**src/rtl/lsu_pkg.sv**
```systemverilog
// Shared types for the LSU sequencer: FSM states, access sizes, and the load/store opcode encodings.
package lsu_pkg;

   typedef enum logic [1:0] {IDLE, REQ, RESP, ERR} state_t;
   typedef enum logic [1:0] {SZ_B, SZ_H, SZ_W} size_t;

   localparam logic [2:0] LD_LB  = 3'b000;
   localparam logic [2:0] LD_LH  = 3'b001;
   localparam logic [2:0] LD_LW  = 3'b010;
   localparam logic [2:0] LD_LBU = 3'b100;
   localparam logic [2:0] LD_LHU = 3'b101;

   localparam logic [2:0] ST_SB  = 3'b000;
   localparam logic [2:0] ST_SH  = 3'b001;
   localparam logic [2:0] ST_SW  = 3'b010;

   // Undefined codes fall back to a full word access.
   function automatic size_t access_size(input logic       wren,
                                         input logic [2:0] ld_type,
                                         input logic [2:0] st_size);
      size_t sz;
      sz = SZ_W;
      if (wren) begin
         case (st_size)
            ST_SB:   sz = SZ_B;
            ST_SH:   sz = SZ_H;
            ST_SW:   sz = SZ_W;
            default: sz = SZ_W;
         endcase
      end else begin
         case (ld_type)
            LD_LB, LD_LBU: sz = SZ_B;
            LD_LH, LD_LHU: sz = SZ_H;
            LD_LW:         sz = SZ_W;
            default:       sz = SZ_W;
         endcase
      end
      return sz;
   endfunction

endpackage

```
**src/rtl/lsu_ld_align.sv**
```systemverilog
// Load formatter: moves the addressed byte/halfword of a bus word to bit 0, then sign- or zero-extends it.
module lsu_ld_align
   import lsu_pkg::*;
(
   input  logic [2:0]  i_load_type,
   input  logic [1:0]  i_byte_off,
   input  logic [31:0] i_rdata,
   output logic [31:0] o_data
);

   logic [31:0] w_byte_sh;
   logic [31:0] w_half_sh;

   assign w_byte_sh = i_rdata >> {i_byte_off, 3'b000};
   assign w_half_sh = i_rdata >> {i_byte_off[1], 4'b0000};

   // NOTE: every output of a combinational block gets a value on every path, or a latch is inferred.
   always_comb begin
      o_data = i_rdata;
      case (i_load_type)
         LD_LB:   o_data = {{24{w_byte_sh[7]}}, w_byte_sh[7:0]};
         LD_LBU:  o_data = {24'd0, w_byte_sh[7:0]};
         LD_LH:   o_data = {{16{w_half_sh[15]}}, w_half_sh[15:0]};
         LD_LHU:  o_data = {16'd0, w_half_sh[15:0]};
         default: o_data = i_rdata;
      endcase
   end

endmodule

```
**src/rtl/lsu_sequencer.sv**
```systemverilog
// Load/store sequencer between the core and a req/ack data bus.
// Optional LSU_MISALIGN_CHK_EN: misaligned accesses abort to ERR without touching the bus.
module lsu_sequencer
   import lsu_pkg::*;
#(
   parameter int TIMEOUT_CYC = 16,
   parameter int ADDR_W      = 32
)(
   input  logic              i_clk,
   input  logic              i_reset,
   input  logic              i_mem_req,
   input  logic              i_wren,
   input  logic [2:0]        i_load_type,
   input  logic [2:0]        i_slt_sl,
   input  logic [ADDR_W-1:0] i_addr,
   input  logic [31:0]       i_wdata,
   output logic              o_stall,
   output logic              o_done,
   output logic              o_err,
   output logic [31:0]       o_ld_data,
   output logic              o_bus_req,
   output logic              o_bus_we,
   output logic [ADDR_W-1:0] o_bus_addr,
   output logic [31:0]       o_bus_wdata,
   output logic [3:0]        o_bus_bmask,
   input  logic              i_bus_ack,
   input  logic [31:0]       i_bus_rdata
);

   localparam int CNT_W = $clog2(TIMEOUT_CYC);

   state_t            r_state, w_next;
   logic              r_wren;
   logic [2:0]        r_ld_type;
   size_t             r_size;
   logic [ADDR_W-1:0] r_addr;
   logic [31:0]       r_wdata;
   logic [CNT_W-1:0]  r_cnt;
   logic [31:0]       r_ld_data;
   logic [31:0]       w_ld_fmt;
   size_t             w_in_size;
   logic              w_misalign;

   assign w_in_size = access_size(i_wren, i_load_type, i_slt_sl);

`ifdef LSU_MISALIGN_CHK_EN
   assign w_misalign = ((w_in_size == SZ_H) && i_addr[0]) ||
                       ((w_in_size == SZ_W) && (i_addr[1:0] != 2'b00));
`else
   assign w_misalign = 1'b0;
`endif

   lsu_ld_align u_ld_align (
      .i_load_type (r_ld_type),
      .i_byte_off  (r_addr[1:0]),
      .i_rdata     (i_bus_rdata),
      .o_data      (w_ld_fmt)
   );

   // NOTE: clocked state uses non-blocking assignments so every register samples pre-edge values.
   always_ff @(posedge i_clk or negedge i_reset) begin
      if (!i_reset) begin
         r_state   <= IDLE;
         r_wren    <= 1'b0;
         r_ld_type <= LD_LW;
         r_size    <= SZ_W;
         r_addr    <= '0;
         r_wdata   <= '0;
         r_cnt     <= '0;
         r_ld_data <= '0;
      end else begin
         r_state <= w_next;
         case (r_state)
            IDLE: if (i_mem_req) begin
               r_wren    <= i_wren;
               r_ld_type <= i_load_type;
               r_size    <= w_in_size;
               r_addr    <= i_addr;
               r_wdata   <= i_wdata;
               r_cnt     <= '0;
               r_ld_data <= '0;
            end
            REQ: begin
               r_cnt <= r_cnt + 1'b1;
               if (i_bus_ack) r_ld_data <= r_wren ? 32'd0 : w_ld_fmt;
            end
            default: ;
         endcase
      end
   end

   always_comb begin
      w_next    = r_state;
      o_stall   = 1'b0;
      o_done    = 1'b0;
      o_err     = 1'b0;
      o_bus_req = 1'b0;
      case (r_state)
         IDLE: if (i_mem_req) begin
            o_stall = 1'b1;
            w_next  = w_misalign ? ERR : REQ;
         end
         REQ: begin
            o_stall   = 1'b1;
            o_bus_req = 1'b1;
            // An ack on the last allowed cycle still completes the access.
            if (i_bus_ack)                                 w_next = RESP;
            else if (r_cnt == CNT_W'(TIMEOUT_CYC - 1))     w_next = ERR;
         end
         RESP: begin
            o_done = 1'b1;
            w_next = IDLE;
         end
         ERR: begin
            o_done = 1'b1;
            o_err  = 1'b1;
            w_next = IDLE;
         end
         default: w_next = IDLE;
      endcase
   end

   always_comb begin
      o_bus_bmask = 4'b0000;
      o_bus_wdata = 32'd0;
      if (r_state == REQ) begin
         o_bus_bmask = 4'b1111;
         if (r_wren) begin
            case (r_size)
               SZ_B: begin
                  o_bus_bmask = 4'b0001 << r_addr[1:0];
                  o_bus_wdata = {4{r_wdata[7:0]}};
               end
               SZ_H: begin
                  o_bus_bmask = 4'b0011 << {r_addr[1], 1'b0};
                  o_bus_wdata = {2{r_wdata[15:0]}};
               end
               default: o_bus_wdata = r_wdata;
            endcase
         end
      end
   end

   assign o_bus_we   = o_bus_req & r_wren;
   assign o_bus_addr = o_bus_req ? {r_addr[ADDR_W-1:2], 2'b00} : '0;
   assign o_ld_data  = (r_state == RESP) ? r_ld_data : 32'd0;

endmodule

```
**config.mk**
```make
export PLATFORM = sky130hd
export DESIGN_NAME = lsu_sequencer
export DESIGN_NICKNAME = d
export VERILOG_FILES = /design/src/rtl/lsu_pkg.sv /design/src/rtl/lsu_ld_align.sv /design/src/rtl/lsu_sequencer.sv
export SDC_FILE = /design/constraint.sdc
export NUM_CORES = 1
export LEC_CHECK = 0
export CORE_AREA = 2 2 116 118
export CTS_CLUSTER_DIAMETER = 60
export DETAILED_ROUTE_END_ITERATION = 16
export DIE_AREA = 0 0 118 120
export PLACE_DENSITY = 0.87
export SLEW_MARGIN = 15
export SYNTH_ARGS = -nofsm -noshare
export SYNTH_HDL_FRONTEND = slang
export SYNTH_SLANG_ARGS = --single-unit
```
**constraint.sdc**
```tcl
create_clock -name i_clk -period 2.5 [get_ports i_clk]
set_input_delay 0.75 -clock i_clk [delete_from_list [all_inputs] [get_ports i_clk]]
set_output_delay 0.75 -clock i_clk [all_outputs]
set_load 0.05 [all_outputs]
```
==> Implementation_results.wiki <==
{| class="wikitable"
! Metric !! Value
|-
| Via density || 5.24
|-
| DRC errors left || 0
|-
| YS warnings || 0
|-
| Total core area || 0.0130 sq mm
|-
| Filler cell count in the final layout || 989
|-
| Number of global-route vias before repair || 5417
|-
| Share of final-layout standard cells stronger than drive strength 1 || 0.227
|-
| Overall via count from detail_route || 5483
|-
| Worst slew margin || 0.513
|-
| Highest-count cells in the layout ignoring fill and taps || 225 x nand2_1, 105 x clkdlybuf4s50_1, 104 x dfrtp_1
|-
| Reported max-cap violation count || 0
|-
| Status || completed
|-
| Worst EP arrival || 1.64 ns
|-
| Clock transition time at the flip-flop clock pins of the worst setup and hold paths || 0.07 ns
|-
| Element type at the critical path end || output port
|-
| IO Pins || 212
|-
| Number of synthesized register bits || 108
|-
| Critical Path Source Type || flip-flop
|-
| Post-Syn Area || 0.00567 sq mm
|-
| Clk_lat worst skew || 0.34 ns
|-
| IR drop worst, VDD || 0.626 mV
|-
| Total gr overflow || 0
|-
| Die footprint || 0.0142 sq mm
|-
| Upper clock frequency limit || 419 MHz
|-
| Dpl cells || 1029
|-
| Total number of clock tree sinks || 108
|-
| Buffers from clock root to sink, at most || 2
|-
| Number of violations reported at the end of detailed-routing iteration 0 || 440
|-
| CTS tree || yes
|-
| Max H-tree Level || 3
|-
| Post-synthesis area per instance || 8.49 sq um
|-
| Weighted congestion reported at the end of routability-driven placement || 0.875
|-
| Non-filler instance count after layout || 1047
|-
| Final instance area || 0.00877 sq mm
|-
| Tcrit/Tclk final || 0.955
|-
| Ratio of total power to cell area || 1010 mW/mm^2
|-
| GRT Util Overall || 0.251
|-
| Residual antenna-violating net count after detailed routing || 0
|-
| Leak || 4.14 nW
|-
| Endpoints failing hold || 0
|-
| Root Buffer Master || clkbuf_16
|-
| Die Y || 120 microns
|-
| WS Path Type || reg2out
|-
| Largest fanout on the critical path || 6
|-
| Synthesis-to-layout area growth || 54.6%
|-
| Die Wd || 118 microns
|-
| Number of instances in the synthesized netlist || 668
|-
| Count of final max-slew check failures || 0
|-
| Type of the most critical hold path || in2async
|-
| Nets@finish || 974
|-
| Post-Route Skew || 0.00780 ns
|-
| First-pass GRT wire length || 28.3 mm
|-
| Initial antenna violation count || 0
|-
| Number of buffers inserted by port buffering || 209
|-
| Hpwl dp || 12.5 mm
|-
| Total Routed Length || 17.5 mm
|-
| Area post-placement || 0.00840 sq mm
|-
| Antenna diodes || 0
|-
| Total Negative Setup Slacks || 0 ns
|-
| Initial standard-cell utilization of the core || 0.437
|-
| Standard-cell row count || 42
|-
| Number of different library cells in the post-synthesis netlist || 45
|-
| Part of the Yosys area used for sequential elements || 0.477
|-
| Largest net degree at the start of global routing || 74
|-
| Most common cell after layout, fill and taps aside || nand2_1
|-
| Transition time at the pin with the least slew margin || 0.731 ns
|-
| Setup repair after global routing missed its margin || no
|-
| Final worst path period need || 2.39 ns
|-
| Data required time of the critical path || 1.75 ns
|-
| Post-DR wirelength/cell || 16.7 microns
|-
| CTS buffer count || 9
|-
| Detailed Routing Iterations Pass 1 || 6
|-
| Total setup violations reported at the end of the flow || 0
|}
[power breakdown]
group / internal, mW / switching (mW) / leakage [nW]
Clock: 0.803 / 0.622 / 0.144
Sequential: 2.43 / 0.535 / 1.37
Combinational: 1.75 / 2.71 / 2.62
[final cells by class]
class	count	area [sq um]	area share
multi-input cells	504	2820	0.321
clock buffers	13	250	0.0285
flip-flops and latches	108	2710	0.309
well taps	176	220	0.0251
inverters	6	23.8	0.00271
clock inverters	3	40.0	0.00457
repair buffers	237	2710	0.309
[Yosys cell counts, drive strengths merged]
master | count | area (sq um)
and3 | 8 | 50.1
a2111oi | 1 | 27.5
nand3 | 3 | 15.0
or2 | 2 | 12.5
a22oi | 1 | 7.51
a221o | 16 | 160
nor3b | 4 | 35.0
nor2b | 3 | 18.8
a22o | 1 | 8.76
nand2b | 13 | 88.8
buf | 9 | 67.6
a31oi | 2 | 12.5
nand3b | 2 | 27.5
or3b | 2 | 17.5
mux2i | 20 | 200
conb | 1 | 3.75
and2 | 64 | 400
dfstp | 2 | 52.6
nor3 | 1 | 10.0
clkinv | 1 | 5.00
and2b | 1 | 7.51
a32o | 9 | 90.1
inv | 5 | 18.8
clkbuf | 42 | 159
xor2 | 1 | 8.76
o221ai | 3 | 26.3
nor2 | 33 | 124
ha | 1 | 12.5
a21oi | 33 | 165
o21ai | 41 | 209
dfrtp | 106 | 2650
mux2 | 11 | 128
nand2 | 225 | 845
o22ai | 1 | 6.26
[metal layers]
layer | track usage | up-vias | part of all wire
met5 | 0 | - | 0
met1 | 0.317 | 2625 | 0.41
li1 | - | 2584 | -
met2 | 0.408 | 247 | 0.48
met4 | 0.0926 | 0 | 0.025
met3 | 0.0741 | 27 | 0.080
[timing repair]
action / CTS / global route
hold buffers: 0 / 0
resized for setup: 10 / 9
setup buffers: 1 / 1
gates cloned: 0 / 0
endpoints found under the setup margin: 46 / 28
[worst paths after layout]
path                                        startpoint                        to  slack (ns)  cells after the start
max in group asynchronous                      i_reset     r_size[1]$_DFFE_PN1P_        1.75                      2
min in group i_clk              r_addr[30]$_DFFE_PN0P_    r_addr[30]$_DFFE_PN0P_        0.46                      2
worst max register to register   r_addr[1]$_DFFE_PN0P_  r_ld_data[9]$_DFFE_PN0P_        0.63                      6
worst min register to register  r_addr[30]$_DFFE_PN0P_    r_addr[30]$_DFFE_PN0P_        0.46                      2
worst max-delay path            r_state[1]$_DFFE_PN0P_                    o_done        0.11                      2
worst min-delay path                           i_reset  r_ld_data[7]$_DFFE_PN0P_        0.38                      2
[metrics by stage]
step	util	total power [mW]	setup WS (ns)	hold slack (ns)
6_report	0.676	8.85	0.112	0.377
5_1_grt	0.676	9.39	0.0265	0.389
4_1_cts	0.672	8.83	-0.0653	0.391
3_5_place_dp	0.647	7.35	0.00542	0.454
3_3_place_gp	0.647	7.22	0.0108	0.449
2_1_floorplan	-	5.71	-0.124	0.437
[cells by family after synthesis]
kind of cell	Yosys count	synth area share
muxes	31	0.0578
AOI/OAI and AO/OA	108	0.126
adders and majority gates	1	0.00221
xor gates and xnor gates	1	0.00154
DFF	108	0.477
other	1	0.000661
buffers and inverters	57	0.0441
and+or+nand+nor	361	0.291
[critical path, cell delays in order, from the launching register on]
cell and delay (ns):
dfrtp_1 0.35, buf_4 0.14, clkdlybuf4s50_1 0.80
[sequential cells by signal (all words and copies together) (netlist names)]
register	count
r_state	2
r_ld_type	3
r_addr	32
r_ld_data	32
r_size	2
r_wren	1
r_wdata	32
r_cnt	4
Power figures use the tool's default switching activity.
